[src/rtl/botao_debounce.sv]
// botao_debounce: synchronises a raw push-button pin, filters contact bounce and emits a clean
// level plus one-cycle press/release strobes. Define BOTAO_REPEAT_EN to enable auto-repeat pulses.
module botao_debounce #(
  parameter int SYNC_STAGES     = 2,
  parameter int DEBOUNCE_CYCLES = 50000,
  parameter int ACTIVE_LOW_IN   = 1,
  parameter int REPEAT_DELAY    = 25000000,
  parameter int REPEAT_PERIOD   = 5000000
) (
  input  logic clock,
  input  logic reset,
  input  logic botao_in,
  output logic botao_nivel,
  output logic botao_pulso,
  output logic botao_solto,
  output logic confirmando
);

  localparam int            CW           = $clog2(DEBOUNCE_CYCLES + 1);
  localparam logic [CW-1:0] CONT_ONE     = CW'(1);
  localparam logic [CW-1:0] CONT_LAST    = CW'(DEBOUNCE_CYCLES - 1);
  localparam logic          PIN_RELEASED = (ACTIVE_LOW_IN != 0);

  typedef enum logic [1:0] {
    SOLTO       = 2'd0,
    CONF_PRESS  = 2'd1,
    PRESSIONADO = 2'd2,
    CONF_SOLTA  = 2'd3
  } state_t;

  logic [SYNC_STAGES-1:0] r_sync;
  logic                   w_p;
  state_t                 r_state;
  logic [CW-1:0]          r_cont;

  if (SYNC_STAGES < 2 || DEBOUNCE_CYCLES < 1 || REPEAT_DELAY < 1 || REPEAT_PERIOD < 1) begin : g_bad_params
    $error("botao_debounce: illegal parameter value");
  end

`ifdef BOTAO_REPEAT_EN
  localparam int            RW        = $clog2(REPEAT_DELAY + REPEAT_PERIOD + 1);
  localparam logic [RW-1:0] REP_FIRST = RW'(REPEAT_DELAY);
  localparam logic [RW-1:0] REP_WRAP  = RW'(REPEAT_DELAY + REPEAT_PERIOD);

  logic [RW-1:0] r_rep;
  logic [RW-1:0] w_rep_inc;

  assign w_rep_inc = r_rep + RW'(1);
`endif

  // NOTE: the synchroniser resets to the released pin level so a held button is seen as a new press.
  always_ff @(posedge clock or negedge reset) begin
    if (!reset) begin
      r_sync <= {SYNC_STAGES{PIN_RELEASED}};
    end else begin
      r_sync <= {r_sync[SYNC_STAGES-2:0], botao_in};
    end
  end

  // Polarity-normalised: 1 means pressed.
  assign w_p = r_sync[SYNC_STAGES-1] ^ PIN_RELEASED;

  // NOTE: every state element here uses non-blocking assignments so all flops update together.
  always_ff @(posedge clock or negedge reset) begin
    if (!reset) begin
      r_state     <= SOLTO;
      r_cont      <= '0;
      botao_nivel <= 1'b0;
      botao_pulso <= 1'b0;
      botao_solto <= 1'b0;
      confirmando <= 1'b0;
`ifdef BOTAO_REPEAT_EN
      r_rep       <= '0;
`endif
    end else begin
      botao_pulso <= 1'b0;
      botao_solto <= 1'b0;
      confirmando <= 1'b0;
      case (r_state)
        SOLTO: begin
          if (w_p) begin
            if (DEBOUNCE_CYCLES == 1) begin
              r_state     <= PRESSIONADO;
              botao_nivel <= 1'b1;
              botao_pulso <= 1'b1;
            end else begin
              r_state     <= CONF_PRESS;
              r_cont      <= CONT_ONE;
              confirmando <= 1'b1;
            end
          end
        end
        CONF_PRESS: begin
          if (!w_p) begin
            r_state <= SOLTO;
            r_cont  <= '0;
          end else if (r_cont == CONT_LAST) begin
            r_state     <= PRESSIONADO;
            r_cont      <= '0;
            botao_nivel <= 1'b1;
            botao_pulso <= 1'b1;
          end else begin
            r_cont      <= r_cont + CW'(1);
            confirmando <= 1'b1;
          end
        end
        PRESSIONADO: begin
          if (!w_p) begin
            if (DEBOUNCE_CYCLES == 1) begin
              r_state     <= SOLTO;
              botao_nivel <= 1'b0;
              botao_solto <= 1'b1;
`ifdef BOTAO_REPEAT_EN
              r_rep       <= '0;
`endif
            end else begin
              r_state     <= CONF_SOLTA;
              r_cont      <= CONT_ONE;
              confirmando <= 1'b1;
            end
          end else begin
`ifdef BOTAO_REPEAT_EN
            // First repeat after REPEAT_DELAY held cycles, then fold back to keep the period.
            if (w_rep_inc == REP_FIRST) begin
              botao_pulso <= 1'b1;
              r_rep       <= w_rep_inc;
            end else if (w_rep_inc == REP_WRAP) begin
              botao_pulso <= 1'b1;
              r_rep       <= REP_FIRST;
            end else begin
              r_rep <= w_rep_inc;
            end
`endif
          end
        end
        CONF_SOLTA: begin
          if (w_p) begin
            r_state <= PRESSIONADO;
            r_cont  <= '0;
          end else if (r_cont == CONT_LAST) begin
            r_state     <= SOLTO;
            r_cont      <= '0;
            botao_nivel <= 1'b0;
            botao_solto <= 1'b1;
`ifdef BOTAO_REPEAT_EN
            r_rep       <= '0;
`endif
          end else begin
            r_cont      <= r_cont + CW'(1);
            confirmando <= 1'b1;
          end
        end
        default: begin
          r_state <= SOLTO;
          r_cont  <= '0;
        end
      endcase
    end
  end

endmodule
[config.mk]
export PLATFORM = sky130hd
export DESIGN_NAME = botao_debounce
export DESIGN_NICKNAME = d
export VERILOG_FILES = /design/src/rtl/botao_debounce.sv
export SDC_FILE = /design/constraint.sdc
export NUM_CORES = 1
export LEC_CHECK = 0
export BUFFER_PORTS_ARGS = -buffer_cell sky130_fd_sc_hd__clkbuf_2
export CAP_MARGIN = 40
export CORE_UTILIZATION = 30
export CTS_CLUSTER_SIZE = 12
export DETAILED_ROUTE_END_ITERATION = 8
export GPL_TIMING_DRIVEN = 0
export SLEW_MARGIN = 20
export SYNTH_ARGS = -nofsm -noshare
export SYNTH_HDL_FRONTEND = slang
export SYNTH_SLANG_ARGS = --single-unit
[constraint.sdc]
create_clock -name clock -period 2.3 [get_ports clock]
set_input_delay 0.115 -clock clock [delete_from_list [all_inputs] [get_ports clock]]
set_output_delay 0.115 -clock clock [all_outputs]
set_load 0.005 [all_outputs]
==> flow_metrics.py <==
metrics = {
    "status": {
        "status": "completed",
    },
    "sta": {
        "maxSlewHeadroom_pct": 61.5,
        "final_hold_viol_count": 0,
        "finalSetupViolations": 0,
        "rsz0062_at_grt": "no",
        "skew_ns": 0.00533,
        "finalSetupTns_ns": 0,
        "period_needed_ns": 1.88,
        "fin_crit_sh_pct": 81.9,
        "tightestPinTransition_ns": 0.578,
        "fmax_mhz": 531,
        "finalMaxSlewViolations": 0,
    },
    "critical_path": {
        "crit_fanout": 10,
        "required_ns": 2.47,
        "rr_startpoint": "r_cont[0]",
        "crit_end": "r_cont[3]",
        "cp-end-kind": "flop",
        "setup.worst_path.start": "r_cont[0]",
        "rrSetupSlack_ns": 0.42,
        "startpoint_type": "flop",
        "worstSetupPathType": "reg -> reg",
        "r2r-end": "r_cont[3]",
        "r2r_cells": 7,
        "cp.arrival_ns": 2.06,
    },
    "floorplan": {
        "fp-row-count": 23,
        "start_util_pct": 31.2,
        "core_area_mm2": 0.00397,
        "dieWidth_um": 66.3,
        "die_h_um": 66.3,
        "ios": 7,
        "die_area_mm2": 0.00439,
    },
    "synth": {
        "synth_area_mm2": 0.00124,
        "synthFlopType": "dfrtp_1",
        "synth_fp_nets": 127,
        "ys_seq_area_share_pct": 48.6,
        "synth_edf_count": 0,
        "synth.distinct_cells": 34,
        "avgSynthCellArea_um2": 10.1,
        "syn-instance-count": 123,
        "ys_ff_latch": 24,
        "yosysWarnings": 0,
        "synth_async_sr_flop_share_pct": 100,
    },
    "global_routing": {
        "grt_pass1_vias": 930,
        "grt_max_degree": 25,
        "overflow": 0,
        "grt_pass1_wl_mm": 4.17,
        "grt_antenna_before_repair": 0,
        "grt_usage_pct": 12.1,
    },
    "clocking": {
        "numCtsBuffers": 3,
        "post_cts_resized": 0,
        "htreeDepth": 1,
        "cts_sinks": 24,
        "clkTransAtPathRegs_ns": 0.08,
        "insertion_delay_ns": 0.26,
        "cts_buffer_depth": 2,
        "cts_tree": "done",
        "postCtsSetupRepairBufs": 0,
        "cts_root_buf": "clkbuf_8",
    },
    "final_layout": {
        "area_growth_pct": 12.7,
        "layout_commonest_cell": "dfrtp_1",
        "drive_gt1_share_pct": 17.8,
        "final_cell_mix": "dfrtp_1, nand2_1, a21oi_1, a31oi_1",
        "antenna_cells": 0,
        "utilization_pct": 35.2,
        "finalNetCount": 140,
        "final.fill_count": 415,
        "final_cells": 185,
    },
    "routing": {
        "via_count": 982,
        "wirelength_mm": 2.41,
        "drt_first_pass_iters": 4,
        "via_per_inst": 5.31,
        "drt-wirelength-per-cell_um": 13.0,
        "drt_iter0_drc": 23,
        "drc_errors": 0,
        "antenna_left": 0,
    },
    "pwr": {
        "p_per_area_mw_per_mm2": 567,
        "static-leakage-power_nw": 0.585,
        "peakVddDrop_v": 0.000247,
    },
    "worst_hold_path": {
        "min_from": "r_sync[0]",
        "hold_path_class": "reg -> reg",
    },
    "job": {
        "cap_viol_max_count": 0,
    },
    "place": {
        "io_buffer_count": 6,
        "dp.cells": 179,
        "gp_congestion": 0.829,
        "dp.final_hpwl_mm": 1.76,
    },
}
## where the power goes
| group | switching, mW | total (mW) | leakage, nW | internal, mW |
|---|---|---|---|---|
| registers | 0.0274 | 0.473 | 0.320 | 0.446 |
| logic | 0.0425 | 0.0731 | 0.243 | 0.0305 |
| clock network | 0.123 | 0.246 | 0.0228 | 0.123 |
## metrics by stage
stage	hold slack [ns]	total power, mW	setup WS [ns]	area [um2]
after floorplan	-0.181	0.521	0.668	1240
after global placement	0.133	0.542	0.524	1330
after detailed placement	0.140	0.549	0.453	1330
after CTS	0.359	0.806	0.409	1400
after global routing	0.369	0.832	0.328	1400
final	0.357	0.792	0.416	1400
## critical path, cell delays in order, from the launching register on
cell	delay, ns
dfrtp_1	0.43
ha_1	0.24
and3_1	0.25
and4_4	0.19
nor2_4	0.24
buf_6	0.18
nand2_1	0.07
a31oi_1	0.20
## area by class of cell
type,count,area (um2),share of cell area [%]
Buffer,4,37.5,2.69
Inverter,5,18.8,1.34
Timing Repair Buffer,8,50.0,3.58
Clock buffer,4,45.0,3.22
Multi-Input combinational cell,90,581,41.5
Sequential cell,24,603,43.2
Tap cell,50,62.6,4.48
## state kept, by name (all words and copies together) (netlist names), named ones only
name         count
botao_nivel      1
botao_solto      1
r_cont          16
botao_pulso      1
r_state          1
confirmando      1
r_sync           2
## cells in the mapped netlist (3+ instances only)
| master | count | area (um2) |
|---|---|---|
| mux2i_1 | 4 | 40.0 |
| o21ai_1 | 3 | 15.0 |
| a22o_1 | 3 | 26.3 |
| nand2_1 | 11 | 41.3 |
| nand3_1 | 7 | 35.0 |
| dfrtp_1 | 22 | 551 |
| nor2_1 | 3 | 11.3 |
| nor4bb_1 | 3 | 30.0 |
| a21oi_1 | 9 | 45.0 |
| or3_1 | 3 | 18.8 |
| nor3_1 | 7 | 35.0 |
| a31oi_1 | 8 | 50.1 |
| o21ai_0 | 6 | 30.0 |
| inv_1 | 5 | 18.8 |
## metal layers
layer  track usage, %  share of wire [%]  vias up
li1                 -                  -      485
met2             20.8                 50       21
met3             1.55                4.4        2
met5                0                  0        -
met1             16.2                 45      474
met4             2.66               0.41        0
## worst min-delay path by stage
stage,endpoint,slack (ns),depth (start not counted)
global placement,r_cont[12],0.13,1
finish,r_sync[1],0.36,0
detailed placement,r_cont[12],0.14,1
global route,r_sync[1],0.37,0
floorplan,asynchronous set/reset pin,-0.18,0
CTS,r_sync[1],0.36,0
## timing repair
action	4_1_cts	5_1_grt
endpoints found under the hold margin	23	0
setup endpoints to repair	0	0
hold buffers	2	0
## logic make-up (layout without fill, tap and decap cells)
logic type | count (synthesis) | count (layout) | synth area share (%)
adders and majority gates | 1 | 1 | 1.01
and+or+nand+nor | 52 | 52 | 26.0
xor gates and xnor gates | 1 | 1 | 1.31
buffers and inverters | 9 | 21 | 4.54
DFF | 24 | 24 | 48.6
muxes | 4 | 4 | 3.23
AOI/OAI and AO/OA | 32 | 32 | 15.2
Note: power is estimated with default switching activity, not from simulation.
